[src/rtl/ad9634_spi_master.sv]
// ============================================================================
// Module   : ad9634_spi_master
// Brief    : Single-frame 3-wire SPI master (16-bit instruction + 1 byte),
//            paced by both edges of the divider's div_clk.
// Revision : 1.0 - initial release
// ============================================================================
`default_nettype none

module ad9634_spi_master #(
    parameter int   CS_GAP_TICKS = 2,
    parameter logic SDO_IDLE     = 1'b0
) (
    input  logic        clk,
    input  logic        rst,
    input  logic        i_div_clk,
    input  logic        i_cmd_valid,
    output logic        o_cmd_ready,
    input  logic        i_cmd_rw,
    input  logic [12:0] i_cmd_addr,
    input  logic [7:0]  i_cmd_wdata,
    output logic        o_rsp_valid,
    output logic [7:0]  o_rsp_rdata,
    output logic        o_busy,
    output logic        o_spi_csb,
    output logic        o_spi_sclk,
    output logic        o_spi_sdo,
    output logic        o_spi_sdo_oe,
    input  logic        i_spi_sdi
);

    localparam int c_GAP_W = (CS_GAP_TICKS < 2) ? 1 : $clog2(CS_GAP_TICKS);
    localparam logic [c_GAP_W-1:0] c_GAP_LAST = c_GAP_W'(CS_GAP_TICKS - 1);

    typedef enum logic [2:0] {
        S_IDLE  = 3'd0,
        S_SETUP = 3'd1,
        S_SHIFT = 3'd2,
        S_HOLD  = 3'd3,
        S_GAP   = 3'd4
    } state_t;

    state_t               r_state, w_state;
    logic                 r_div_q;
    logic [23:0]          r_shift, w_shift;
    logic [4:0]           r_bitcnt, w_bitcnt;
    logic                 r_rw, w_rw;
    logic [7:0]           r_rx, w_rx;
    logic [c_GAP_W-1:0]   r_gap, w_gap;
    logic                 r_csb, w_csb;
    logic                 r_sclk, w_sclk;
    logic                 r_sdo, w_sdo;
    logic                 r_oe, w_oe;
    logic                 r_rsp_valid, w_rsp_valid;
    logic [7:0]           r_rsp_rdata, w_rsp_rdata;
    logic                 w_tick;

    // Either div_clk edge is one pacing tick.
    assign w_tick = i_div_clk ^ r_div_q;

    always_ff @(posedge clk or posedge rst) begin
        if (rst) begin
            r_state     <= S_IDLE;
            r_div_q     <= 1'b0;
            r_shift     <= '0;
            r_bitcnt    <= '0;
            r_rw        <= 1'b0;
            r_rx        <= '0;
            r_gap       <= '0;
            r_csb       <= 1'b1;
            r_sclk      <= 1'b0;
            r_sdo       <= SDO_IDLE;
            r_oe        <= 1'b0;
            r_rsp_valid <= 1'b0;
            r_rsp_rdata <= '0;
        end else begin
            r_state     <= w_state;
            r_div_q     <= i_div_clk;
            r_shift     <= w_shift;
            r_bitcnt    <= w_bitcnt;
            r_rw        <= w_rw;
            r_rx        <= w_rx;
            r_gap       <= w_gap;
            r_csb       <= w_csb;
            r_sclk      <= w_sclk;
            r_sdo       <= w_sdo;
            r_oe        <= w_oe;
            r_rsp_valid <= w_rsp_valid;
            r_rsp_rdata <= w_rsp_rdata;
        end
    end

    always_comb begin
        w_state     = r_state;
        w_shift     = r_shift;
        w_bitcnt    = r_bitcnt;
        w_rw        = r_rw;
        w_rx        = r_rx;
        w_gap       = r_gap;
        w_csb       = r_csb;
        w_sclk      = r_sclk;
        w_sdo       = r_sdo;
        w_oe        = r_oe;
        w_rsp_valid = 1'b0;
        w_rsp_rdata = r_rsp_rdata;

        case (r_state)
            S_IDLE: begin
                // Accept does not depend on tick; a coincident tick is dropped.
                if (i_cmd_valid) begin
                    w_shift  = {i_cmd_rw, 2'b00, i_cmd_addr,
                                (i_cmd_rw ? 8'h00 : i_cmd_wdata)};
                    w_rw     = i_cmd_rw;
                    w_bitcnt = '0;
                    w_rx     = '0;
                    w_csb    = 1'b0;
                    w_oe     = 1'b1;
                    w_sdo    = i_cmd_rw;
                    w_state  = S_SETUP;
                end
            end
            S_SETUP: begin
                if (w_tick) begin
                    w_sclk  = 1'b1;
                    w_state = S_SHIFT;
                end
            end
            S_SHIFT: begin
                if (w_tick) begin
                    if (!r_sclk) begin
                        w_sclk = 1'b1;
                    end else begin
                        w_sclk = 1'b0;
                        // Read byte is sampled just before each falling edge.
                        if (r_rw && r_bitcnt[4]) begin
                            w_rx = {r_rx[6:0], i_spi_sdi};
                        end
                        if (r_bitcnt == 5'd23) begin
                            w_state = S_HOLD;
                        end else begin
                            w_bitcnt = r_bitcnt + 5'd1;
                            w_shift  = {r_shift[22:0], 1'b0};
                            w_sdo    = r_shift[22];
                            if (r_rw && w_bitcnt[4]) begin
                                w_oe  = 1'b0;
                                w_sdo = SDO_IDLE;
                            end
                        end
                    end
                end
            end
            S_HOLD: begin
                if (w_tick) begin
                    w_csb   = 1'b1;
                    w_oe    = 1'b0;
                    w_sdo   = SDO_IDLE;
                    w_gap   = '0;
                    w_state = S_GAP;
                end
            end
            S_GAP: begin
                if (w_tick) begin
                    if (r_gap == c_GAP_LAST) begin
                        w_rsp_valid = 1'b1;
                        w_rsp_rdata = r_rw ? r_rx : 8'h00;
                        w_state     = S_IDLE;
                    end else begin
                        w_gap = r_gap + 1'b1;
                    end
                end
            end
            default: begin
                w_state = S_IDLE;
            end
        endcase
    end

    assign o_cmd_ready  = (r_state == S_IDLE);
    assign o_busy       = (r_state != S_IDLE);
    assign o_rsp_valid  = r_rsp_valid;
    assign o_rsp_rdata  = r_rsp_rdata;
    assign o_spi_csb    = r_csb;
    assign o_spi_sclk   = r_sclk;
    assign o_spi_sdo    = r_sdo;
    assign o_spi_sdo_oe = r_oe;

endmodule

`default_nettype wire

[config.mk]
export PLATFORM = sky130hd
export DESIGN_NAME = ad9634_spi_master
export DESIGN_NICKNAME = d
export VERILOG_FILES = /design/src/rtl/ad9634_spi_master.sv
export SDC_FILE = /design/constraint.sdc
export NUM_CORES = 1
export LEC_CHECK = 0
export ABC_AREA = 0
export BUFFER_PORTS_ARGS = -buffer_cell sky130_fd_sc_hd__buf_2
export CAP_MARGIN = 20
export CORE_MARGIN = 2
export CORE_UTILIZATION = 60
export CTS_CLUSTER_SIZE = 20
export DETAILED_ROUTE_END_ITERATION = 6
export MAX_ROUTING_LAYER = met4
export PLACE_DENSITY = 0.84
export SYNTH_ARGS = -nofsm -noshare
export SYNTH_HDL_FRONTEND = slang
export SYNTH_SLANG_ARGS = --single-unit
[constraint.sdc]
create_clock -name clk -period 5 [get_ports clk]
set_input_delay 1 -clock clk [delete_from_list [all_inputs] [get_ports clk]]
set_output_delay 1 -clock clk [all_outputs]
set_load 0.03 [all_outputs]
==> results.md, run 1 <==
- Run status: complete, no violations
- Hold buffer count at CTS: 0
- Post-CTS setup repair buffer count: 0
- Core Region: 4060 sq um
- Startpoint kind of the worst setup timing path: input pin
- Internal power consumption: 899 uW
- Tmin final: 2840 ps
- Arrival time of data at the critical path endpoint: 3050 ps
- WP buf/inv: 1
- TritonCTS clock tree: built
- Number of antenna repair diodes: 0
- Initial core utilization: 0.630
- Wire length of the first global-routing pass: 8160 um
- Proportion of synthesized flip-flops having asynchronous set or reset: 1.00
- Category of the worst setup path capture point: flop
- Global-route total usage across every layer: 0.218
- Pins over their slew limit: 0
- Clock sinks: 55
- Remaining antenna violation count after routing: 0
- Total Wirelength: 4770 um
- Cell Area, Synth: 2550 sq um
- Resize count post-CTS: 0
- Drt first-iter violations: 218
- Area overhead of the layout relative to synthesis: 12.3%
- Required time worst endpoint: 5210 ps
- Via count of the routed design: 1918
- Dpl hpwl: 3320 um
- Net Sw Power: 612 uW
- Vertical die dimension: 69.3 um
- Final design instance area without fill: 2870 sq um
- Detail-routed via count per cell: 5.74
- Register bit count reported by yosys: 55
- Type of the most critical hold path: reg2reg
- Leakage: 0.00134 uW
- Iteration count of the initial detailed-routing pass: 4
- Number of design rule violations left after detail routing: 0
- Clock Skews: 7.14 ps
- Final core utilization: 0.707
- Setup WS pre-CTS: 1830 ps
- Syn Nets: 276
- TritonCTS buffer count: 5
- Crit path largest cell delay: 740 ps
- Clk pin slew, worst setup/hold paths: 100 ps
- Width of the die: 69.3 um
- Peak supply drop: 0.268 mV
- Maximum number of pins on one net before global-route repair: 34
- Number of buffer cells added on primary ports: 41
- Power per Cell Area: 527 nW/um^2
- Final setup TNS: 0 ps
- Routability-driven placement congestion ratio: 0.843
- Family with the most delay on the worst path: simple AND/OR/NAND/NOR gates
- Avg WL per Cell: 14.3 um
- Maximum buffer depth of the clock tree: 2
- Slew at the pin with the worst max-slew slack: 841 ps
- Seq pwr share: 0.447
- Switch share: 0.405
- CP max FO: 25
- Setup repair after global routing missed its margin: no
- Top FF cell, synth: dfrtp_1
- Endpoints failing hold: 0
- Portion of the post-synthesis area used by sequential elements: 0.539
- Setup-violating endpoint count in the final report: 0
- Post-placement cell area: 2780 sq um
- Root buffer cell: clkbuf_8
- GRT Residual Overflow: 0
- Worst skew pair latency: 310 ps
- Post-layout worst setup margin: 2160 ps
- Number of max-capacitance violations reported: 0
- Synth Warn #: 0
- H-tree lvl count: 2
- Share of total power in the clock network: 0.166
- Remaining max-slew budget at the tightest pin: 0.439
- Initial antenna violation count: 0
- Post-synth EDFFs: 0
- CP cell instances: buf_2 -> xor2_2 -> a21boi_2 -> or2_1 -> mux2_2
- Vias in the first global route: 1714
- Filler cell count: 300
- Net count reported at finish: 311
- Top achievable clock speed: 0.352 GHz
- Commonest cells after routing, fill and taps aside: dfrtp_1, o21ai_0, buf_2
- Post-synthesis area per instance: 10.3 sq um
- Share of cells above drive strength 1: 0.232
- Comb power frac: 0.387
- Row count: 23
- Number of distinct library cell variants in the gate-level netlist after synthesis: 37
- Most common cell after layout, fill and taps aside: dfrtp_1
- Die area: 4800 sq um
- Fin crit share: 0.567
- Slowest CP cell: or2_1
- Worst setup path class: in2reg
- Boundary pin count: 42
- Post-synthesis cell count: 248
==> layout make-up <==
class	count	area, sq um	area share
clock buffers	5	68.8	0.0240
clock inverters	3	25.0	0.00872
inverters	6	22.5	0.00785
multi-input cells	172	1080	0.376
flip-flops and latches	55	1380	0.480
well taps	50	62.6	0.0218
repair buffers	43	233	0.0811
==> worst reg2reg max path, delay by kind of cell, from the launching register on <==
kind          cells  cell delay (ps)
simple gates      2             1100
flops             1              630
mux               2              830
==> metal layers <==
layer | track usage | vias up | wire length, um | share of wire
li1 | - | 951 | - | -
met2 | 0.323 | 56 | 2150 | 0.45
met5 | - | - | 0 | 0
met1 | 0.306 | 903 | 2340 | 0.49
met3 | 0.0436 | 8 | 210 | 0.044
met4 | 0.0719 | 0 | 70 | 0.015
==> power groups by stage <==
stage	Clock [uW]	Combinational, uW	Sequential [uW]
final	252	584	676
after global routing	275	657	690
after CTS	256	588	673
after detailed placement	0	589	679
after global placement	0	566	674
after floorplan	0	505	647
==> cell usage after synthesis, drive strengths merged, types with 2 or more instances <==
| master | number | area, sq um |
|---|---|---|
| dfrtp | 54 | 1350 |
| mux2 | 9 | 109 |
| nand4 | 3 | 18.8 |
| nand3 | 6 | 30.0 |
| xnor2 | 2 | 17.5 |
| a22o | 12 | 105 |
| a21oi | 8 | 40.0 |
| clkbuf | 10 | 37.5 |
| buf | 5 | 43.8 |
| nor3 | 2 | 10.0 |
| inv | 6 | 22.5 |
| mux2i | 14 | 140 |
| xor2 | 2 | 25.0 |
| a32o | 2 | 20.0 |
| nand2 | 40 | 150 |
| o211ai | 2 | 15.0 |
| o21ai | 45 | 225 |
| nor2 | 11 | 41.3 |
| and4 | 2 | 17.5 |
==> logic make-up after synthesis <==
group                    Yosys count  share of synthesized area
buffers and inverters             21                     0.0406
adder cells (fa/ha/maj)            1                    0.00490
multiplexers                      23                     0.0975
AND/OR/NAND/NOR                   70                      0.123
AO/OA/AOI/OAI                     74                      0.178
flip-flops                        55                      0.539
XOR/XNOR                           4                     0.0167
==> final timing paths <==
path                            startpoint          to  slack (ps)  depth (start not counted)
worst min-delay path             o_spi_csb   o_spi_csb         480                          2
max in group asynchronous              rst  r_state[0]        3720                          3
min in group asynchronous              rst  r_shift[5]         720                          2
worst max-delay path             i_div_clk  r_shift[3]        2160                          5
worst min register to register   o_spi_csb   o_spi_csb         480                          2
worst max register to register  r_state[1]  r_shift[3]        2350                          4
==> metrics by stage <==
step	cells	power, uW	hold slack [ps]
after detailed placement	326	1270	465
after CTS	334	1520	485
final	334	1510	479
after global placement	325	1240	448
after floorplan	248	1150	460
after global routing	334	1620	505
==> flip-flops by register name (all words and copies together), names as in the netlist <==
| name | flops |
|---|---|
| o_rsp_rdata | 8 |
| o_rsp_valid | 1 |
| o_spi_sdo | 1 |
| r_bitcnt | 5 |
| r_state | 3 |
| o_spi_csb | 1 |
| o_spi_sdo_oe | 1 |
| r_div_q | 1 |
| r_gap | 1 |
| r_rw | 1 |
| r_shift | 23 |
| r_rx | 8 |
| o_spi_sclk | 1 |
No activity file was read; power rests on OpenSTA's default activity.
==> inputs of run 2 (changes only) <==
--- a/config.mk
+++ b/config.mk
@@ -9,11 +9,11 @@
 export BUFFER_PORTS_ARGS = -buffer_cell sky130_fd_sc_hd__buf_2
 export CAP_MARGIN = 20
 export CORE_MARGIN = 2
-export CORE_UTILIZATION = 60
+export CORE_UTILIZATION = 56
 export CTS_CLUSTER_SIZE = 20
 export DETAILED_ROUTE_END_ITERATION = 6
 export MAX_ROUTING_LAYER = met4
-export PLACE_DENSITY = 0.84
+export PLACE_DENSITY = 0.79
 export SYNTH_ARGS = -nofsm -noshare
 export SYNTH_HDL_FRONTEND = slang
 export SYNTH_SLANG_ARGS = --single-unit
==> constraint.sdc (replaced) <==
create_clock -name clk -period 2.85 [get_ports clk]
set_input_delay 0.57 -clock clk [delete_from_list [all_inputs] [get_ports clk]]
set_output_delay 0.57 -clock clk [all_outputs]
set_load 0.03 [all_outputs]
==> run 2 against run 1 <==
Effect of this change: first-iteration DRC count is 31% lower; setup slack worse by 1600 ps; sequential power is 73% higher; hold slack worse by 170 ps; combinational power is 82% higher; flip-flop and latch count stayed put; largest power group unchanged; clock power is 80% higher; non-clock buffer count is 2 higher.
==> results.md, run 2 (synthesized netlist as in run 1, its figures left out) <==
- Sequential cell area: 1380 sq um (unchanged)
- Number of max-capacitance violations reported: 0 (unchanged)
- Setup-violating endpoint count in the final report: 0 (unchanged)
- Max reg flops: 23 (unchanged)
- Filler cell count: 352 (was 300)
- Slack of the worst reg-to-reg path: 560 ps (was 2350 ps)
- Required time worst endpoint: 3050 ps (was 5210 ps)
- Post-layout worst setup margin: 560 ps (was 2160 ps)
- Peak supply drop: 0.497 mV (was 0.268 mV)
- Boundary pin count: 42 (unchanged)
- Vias in the first global route: 1757 (was 1714)
- Share of cells above drive strength 1: 0.238 (was 0.232)
- Total Wirelength: 4740 um (was 4770 um)
- Worst setup path class: reg2reg (was in2reg)
- Global-route total usage across every layer: 0.212 (was 0.218)
- TritonCTS buffer count: 5 (unchanged)
- Resize count post-CTS: 0 (unchanged)
- Via count of the routed design: 1880 (was 1918)
- Dpl hpwl: 3370 um (was 3320 um)
- Number of buffer cells added on primary ports: 41 (unchanged)
- CP max FO: 25 (unchanged)
- Detail-routed via count per cell: 5.56 (was 5.74)
- Arrival time of data at the critical path endpoint: 2490 ps (was 3050 ps)
- Area of combinational cells with multiple inputs: 1080 sq um (unchanged)
- Most common cell after layout, fill and taps aside: dfrtp_1 (unchanged)
- Setup WS pre-CTS: 525 ps (was 1830 ps)
- Row count: 24 (was 23)
- Initial antenna violation count: 0 (unchanged)
- Area overhead of the layout relative to synthesis: 13.1% (was 12.3%)
- Die area: 5120 sq um (was 4800 sq um)
- Slew at the pin with the worst max-slew slack: 875 ps (was 841 ps)
- Root buffer cell: clkbuf_8 (unchanged)
- Commonest cells after routing, fill and taps aside: dfrtp_1, o21ai_0, buf_2 (unchanged)
- Fin crit share: 0.803
- Post-Route Hold Slack: 310 ps (was 479 ps)
- Number of antenna repair diodes: 0 (unchanged)
- Post-placement cell area: 2790 sq um (was 2780 sq um)
- Remaining max-slew budget at the tightest pin: 0.417 (was 0.439)
- Core Region: 4380 sq um (was 4060 sq um)
- Hold buffer count at CTS: 0 (unchanged)
- Leakage: 0.00135 uW (was 0.00134 uW)
- Iteration count of the initial detailed-routing pass: 4 (unchanged)
- H-tree lvl count: 2 (unchanged)
- Pins over their slew limit: 0 (unchanged)
- Power per Cell Area: 929 nW/um^2 (was 527 nW/um^2)
- Width of the die: 71.5 um (was 69.3 um)
- Type of the most critical hold path: in2async (was reg2reg)
- Endpoints failing hold: 0 (unchanged)
- Net count reported at finish: 313 (was 311)
- Clock sinks: 55 (unchanged)
- Tmin final: 2290 ps
- Clock Skews: 10.3 ps (was 7.14 ps)
- GRT Residual Overflow: 0 (unchanged)
- Remaining antenna violation count after routing: 0 (unchanged)
- Initial core utilization: 0.583 (was 0.630)
- Post-CTS setup repair buffer count: 0 (unchanged)
- Number of design rule violations left after detail routing: 0 (unchanged)
- Drt first-iter violations: 150 (was 218)
- Run status: complete, no violations (unchanged)
- Final design instance area without fill: 2890 sq um (was 2870 sq um)
- Clk pin slew, worst setup/hold paths: 110 ps (was 100 ps)
- Worst skew pair latency: 310 ps (about the same)
- Vertical die dimension: 71.5 um (was 69.3 um)
- Setup repair after global routing missed its margin: no (unchanged)
- Category of the worst setup path capture point: flop (unchanged)
- Routability-driven placement congestion ratio: 0.907 (was 0.843)
- Register with the most flip-flops: r_shift (unchanged)
- Wire length of the first global-routing pass: 8270 um (was 8160 um)
- Maximum buffer depth of the clock tree: 2 (unchanged)
- TritonCTS clock tree: built (unchanged)
- Startpoint kind of the worst setup timing path: flop (was input pin)
- Maximum number of pins on one net before global-route repair: 29 (was 34)
- Final setup TNS: 0 ps (unchanged)
- Top achievable clock speed: 0.437 GHz
- Avg WL per Cell: 14.0 um (was 14.3 um)
run 2: routing by layer:
| metal | vias up | wire length [um] | track usage |
|---|---|---|---|
| li1 | 945 | - | - |
| met1 | 874 | 2330 | 0.305 |
| met2 | 57 | 2130 | 0.307 |
| met3 | 4 | 249 | 0.0450 |
| met4 | 0 | 24 | 0.0587 |
| met5 | - | 0 | - |
run 2: worst max-delay path, cell delays in order (launching register included):
cell and delay, ps:
dfrtp_1 600, mux2_2 410, nand2_1 80, or2_1 680, mux2_2 420
run 2: power by group:
group          leakage, uW  switching, uW  internal, uW
combinational     0.000580            627           430
clock            0.0000463            273           181
sequential        0.000721            185           989
total              0.00135           1080          1600
run 2: metrics by stage:
step,utilization,cells,total power [uW]
6_report,0.659,338,2680
5_1_grt,0.659,338,2890
3_3_place_gp,0.637,330,2210
2_1_floorplan,-,248,2020
3_5_place_dp,0.637,330,2250
4_1_cts,0.659,338,2700
run 2: path summary, 6_finish.rpt:
kind / to / cells after the start / startpoint
hold / removal: r_shift[2] / 2 / rst
setup / recovery: r_shift[3] / 4 / r_state[1]
hold reg to reg: o_spi_csb / 2 / o_spi_csb
setup reg to reg: r_shift[3] / 4 / r_state[1]
max in group asynchronous: r_gap / 3 / rst
min in group clk: r_div_q / 1 / i_div_clk
run 2: layout make-up:
class / count / share of cell area
clock buffer: 5 / 0.0238
clock inverter: 3 / 0.00953
inverter: 6 / 0.00780
multi-input combinational: 172 / 0.374
sequential: 55 / 0.477
tap: 52 / 0.0225
timing repair buffer: 45 / 0.0858
==> inputs of run 3 (changes only) <==
--- a/config.mk
+++ b/config.mk
@@ -9,11 +9,11 @@
 export BUFFER_PORTS_ARGS = -buffer_cell sky130_fd_sc_hd__buf_2
 export CAP_MARGIN = 20
 export CORE_MARGIN = 2
-export CORE_UTILIZATION = 56
+export CORE_UTILIZATION = 50
 export CTS_CLUSTER_SIZE = 20
 export DETAILED_ROUTE_END_ITERATION = 6
 export MAX_ROUTING_LAYER = met4
-export PLACE_DENSITY = 0.79
+export PLACE_DENSITY = 0.75
 export SYNTH_ARGS = -nofsm -noshare
 export SYNTH_HDL_FRONTEND = slang
 export SYNTH_SLANG_ARGS = --single-unit
==> constraint.sdc (replaced) <==
create_clock -name clk -period 1.95 [get_ports clk]
set_input_delay 0.39 -clock clk [delete_from_list [all_inputs] [get_ports clk]]
set_output_delay 0.39 -clock clk [all_outputs]
set_load 0.03 [all_outputs]
==> run 3 against run 2 <==
Effect of this change: via count increased by 5.2%; clock skew down 1.7 ps; clock power grew 46%; utilization shrank 4.9 points; first-iteration DRC count is 31% higher; critical path depth unchanged; setup slack got worse by 450 ps; sequential power is 45% higher; largest power group is now combinational logic; hold slack got worse by 220 ps; flip-flop and latch count is the same.
==> results.md, run 3 (synthesized netlist as in run 1, its figures left out) <==
- Initial core utilization: 0.510 (was 0.583)
- Core Region: 5010 sq um (was 4380 sq um)
- Start of the worst register-to-register path: r_bitcnt[0] (was r_state[1])
- Startpoint kind of the worst setup timing path: flop (unchanged)
- Setup repair after global routing missed its margin: no (unchanged)
- Comb power frac: 0.437 (was 0.394)
- TritonCTS buffer count: 5 (unchanged)
- Root buffer cell: clkbuf_8 (unchanged)
- Initial antenna violation count: 0 (unchanged)
- Area overhead of the layout relative to synthesis: 19.6% (was 13.1%)
- Avg WL per Cell: 13.8 um (was 14.0 um)
- Remaining max-slew budget at the tightest pin: 0.720 (was 0.417)
- Number of antenna repair diodes: 0 (unchanged)
- Vertical die dimension: 75.5 um (was 71.5 um)
- Vias in the first global route: 1832 (was 1757)
- Most common cell after layout, fill and taps aside: dfrtp_1 (unchanged)
- Endpoints failing hold: 0 (unchanged)
- Share of total power in the clock network: 0.158 (was 0.169)
- Critical path capture point: o_busy (was r_shift[3])
- Top achievable clock speed: 0.543 GHz
- Routability-driven placement congestion ratio: 0.888 (was 0.907)
- Sum of met2 wire segment lengths after detailed routing: 2390 um (was 2130 um)
- Final design instance area without fill: 3060 sq um (was 2890 sq um)
- Number of buffer cells added on primary ports: 41 (unchanged)
- Fin crit share: 0.945
- Worst reg2reg path depth: 6 (was 4)
- Wire length of the first global-routing pass: 8520 um (was 8270 um)
- Arrival time of data at the critical path endpoint: 1450 ps (was 2490 ps)
- GRT Residual Overflow: 0 (unchanged)
- Leakage: 0.00142 uW (was 0.00135 uW)
- Net Sw Power: 1660 uW (was 1080 uW)
- Power per Cell Area: 1370 nW/um^2 (was 929 nW/um^2)
- Detail-routed via count per cell: 5.36 (was 5.56)
- Max reg flops: 23 (unchanged)
- Slack of the worst reg-to-reg path: 110 ps (was 560 ps)
- Final core utilization: 0.610 (was 0.659)
- TritonCTS clock tree: built (unchanged)
- Internal power consumption: 2540 uW (was 1600 uW)
- Boundary pin count: 42 (unchanged)
- Total Wirelength: 5080 um (was 4740 um)
- Setup-violating endpoint count in the final report: 0 (unchanged)
- Net count reported at finish: 326 (was 313)
- Final setup TNS: 0 ps (unchanged)
- Type of the most critical hold path: in2async (unchanged)
- Slew at the pin with the worst max-slew slack: 419 ps (was 875 ps)
- CP Launch Point: r_state[2] (was r_state[1])
- Peak supply drop: 0.652 mV (was 0.497 mV)
- Setup WS pre-CTS: 96.2 ps (was 525 ps)
- Post-placement cell area: 2960 sq um (was 2790 sq um)
- Pins over their slew limit: 0 (unchanged)
- Clock Skews: 8.60 ps (was 10.3 ps)
- Run status: complete, no violations (unchanged)
- Wire length on met1: 2430 um (was 2330 um)
- Register with the most flip-flops: r_shift (unchanged)
- Filler cell count: 464 (was 352)
- Clock sinks: 55 (unchanged)
- Switch share: 0.395 (was 0.404)
- Width of the die: 75.5 um (was 71.5 um)
- Post-Route Hold Slack: 93.0 ps (was 310 ps)
- Die area: 5700 sq um (was 5120 sq um)
- Global-route total usage across every layer: 0.201 (was 0.212)
- Seq pwr share: 0.405 (was 0.437)
- Required time worst endpoint: 1560 ps (was 3050 ps)
- Reg-to-Reg End: r_bitcnt[4] (was r_shift[3])
- Iteration count of the initial detailed-routing pass: 4 (unchanged)
- Post-layout worst setup margin: 108 ps (was 560 ps)
- Number of design rule violations left after detail routing: 0 (unchanged)
- CP max FO: 9 (was 25)
- Dpl hpwl: 3460 um (was 3370 um)
- Commonest cells after routing, fill and taps aside: dfrtp_1, o21ai_0, buf_2 (unchanged)
- Category of the worst setup path capture point: output pin (was flop)
- Row count: 26 (was 24)
- Clk pin slew, worst setup/hold paths: 100 ps (was 110 ps)
- Number of max-capacitance violations reported: 0 (unchanged)
- Worst skew pair latency: 320 ps (was 310 ps)
- Drt first-iter violations: 197 (was 150)
- Sum of met3 wire segment lengths after detailed routing: 206 um (was 249 um)
- Highest routing layer actually used: met4 (unchanged)
- Share of cells above drive strength 1: 0.278 (was 0.238)
- Via count of the routed design: 1977 (was 1880)
- Worst setup path class: reg2out (was reg2reg)
- Remaining antenna violation count after routing: 0 (unchanged)
- Tmin final: 1840 ps
- Maximum number of pins on one net before global-route repair: 56 (was 29)
- Maximum buffer depth of the clock tree: 2 (unchanged)
- H-tree lvl count: 2 (unchanged)
-- run 3: cell type report --
cell class	instances	area (sq um)	area share
timing repair buffer	58	383	0.125
sequential	55	1380	0.451
inverter	6	22.5	0.00737
multi-input combinational	172	1090	0.357
tap	70	87.6	0.0287
clock inverter	3	23.8	0.00778
clock buffer	5	68.8	0.0225
-- run 3: routing by layer --
metal,up-vias,GRT usage
met2,52,0.315
met1,937,0.266
met3,8,0.0437
li1,980,-
met5,-,-
met4,0,0.0565
-- run 3: critical path: stages (launching register included) --
cell and delay (ps):
dfrtp_2 500, buf_4 180, nor3_4 190, inv_1 80, buf_2 180
-- run 3: how the worst min path moves through the flow --
stage / end / cells past startpoint
CTS: r_shift[2] / 3
finish: r_shift[3] / 3
global route: r_shift[3] / 3
floorplan: r_div_q / 0
global placement: o_spi_csb / 2
detailed placement: o_spi_csb / 2
-- run 3: metrics by stage --
stage | total power (uW) | cells
floorplan | 2980 | 248
detailed placement | 3550 | 361
global placement | 3500 | 361
global route | 4500 | 369
finish | 4200 | 369
CTS | 4220 | 369
-- run 3: power groups by stage --
stage | clock (uW) | combinational [uW] | sequential [uW]
finish | 661 | 1840 | 1700
global route | 718 | 2040 | 1740
CTS | 669 | 1850 | 1700
detailed placement | 0 | 1830 | 1720
global placement | 0 | 1800 | 1700
floorplan | 0 | 1320 | 1660
-- run 3: repair_timing --
item	4_1_cts	5_1_grt
resized for setup	0	1
endpoints found under the hold margin	0	0
hold buffers	0	0
setup buffers	0	0
endpoints found under the setup margin	0	1
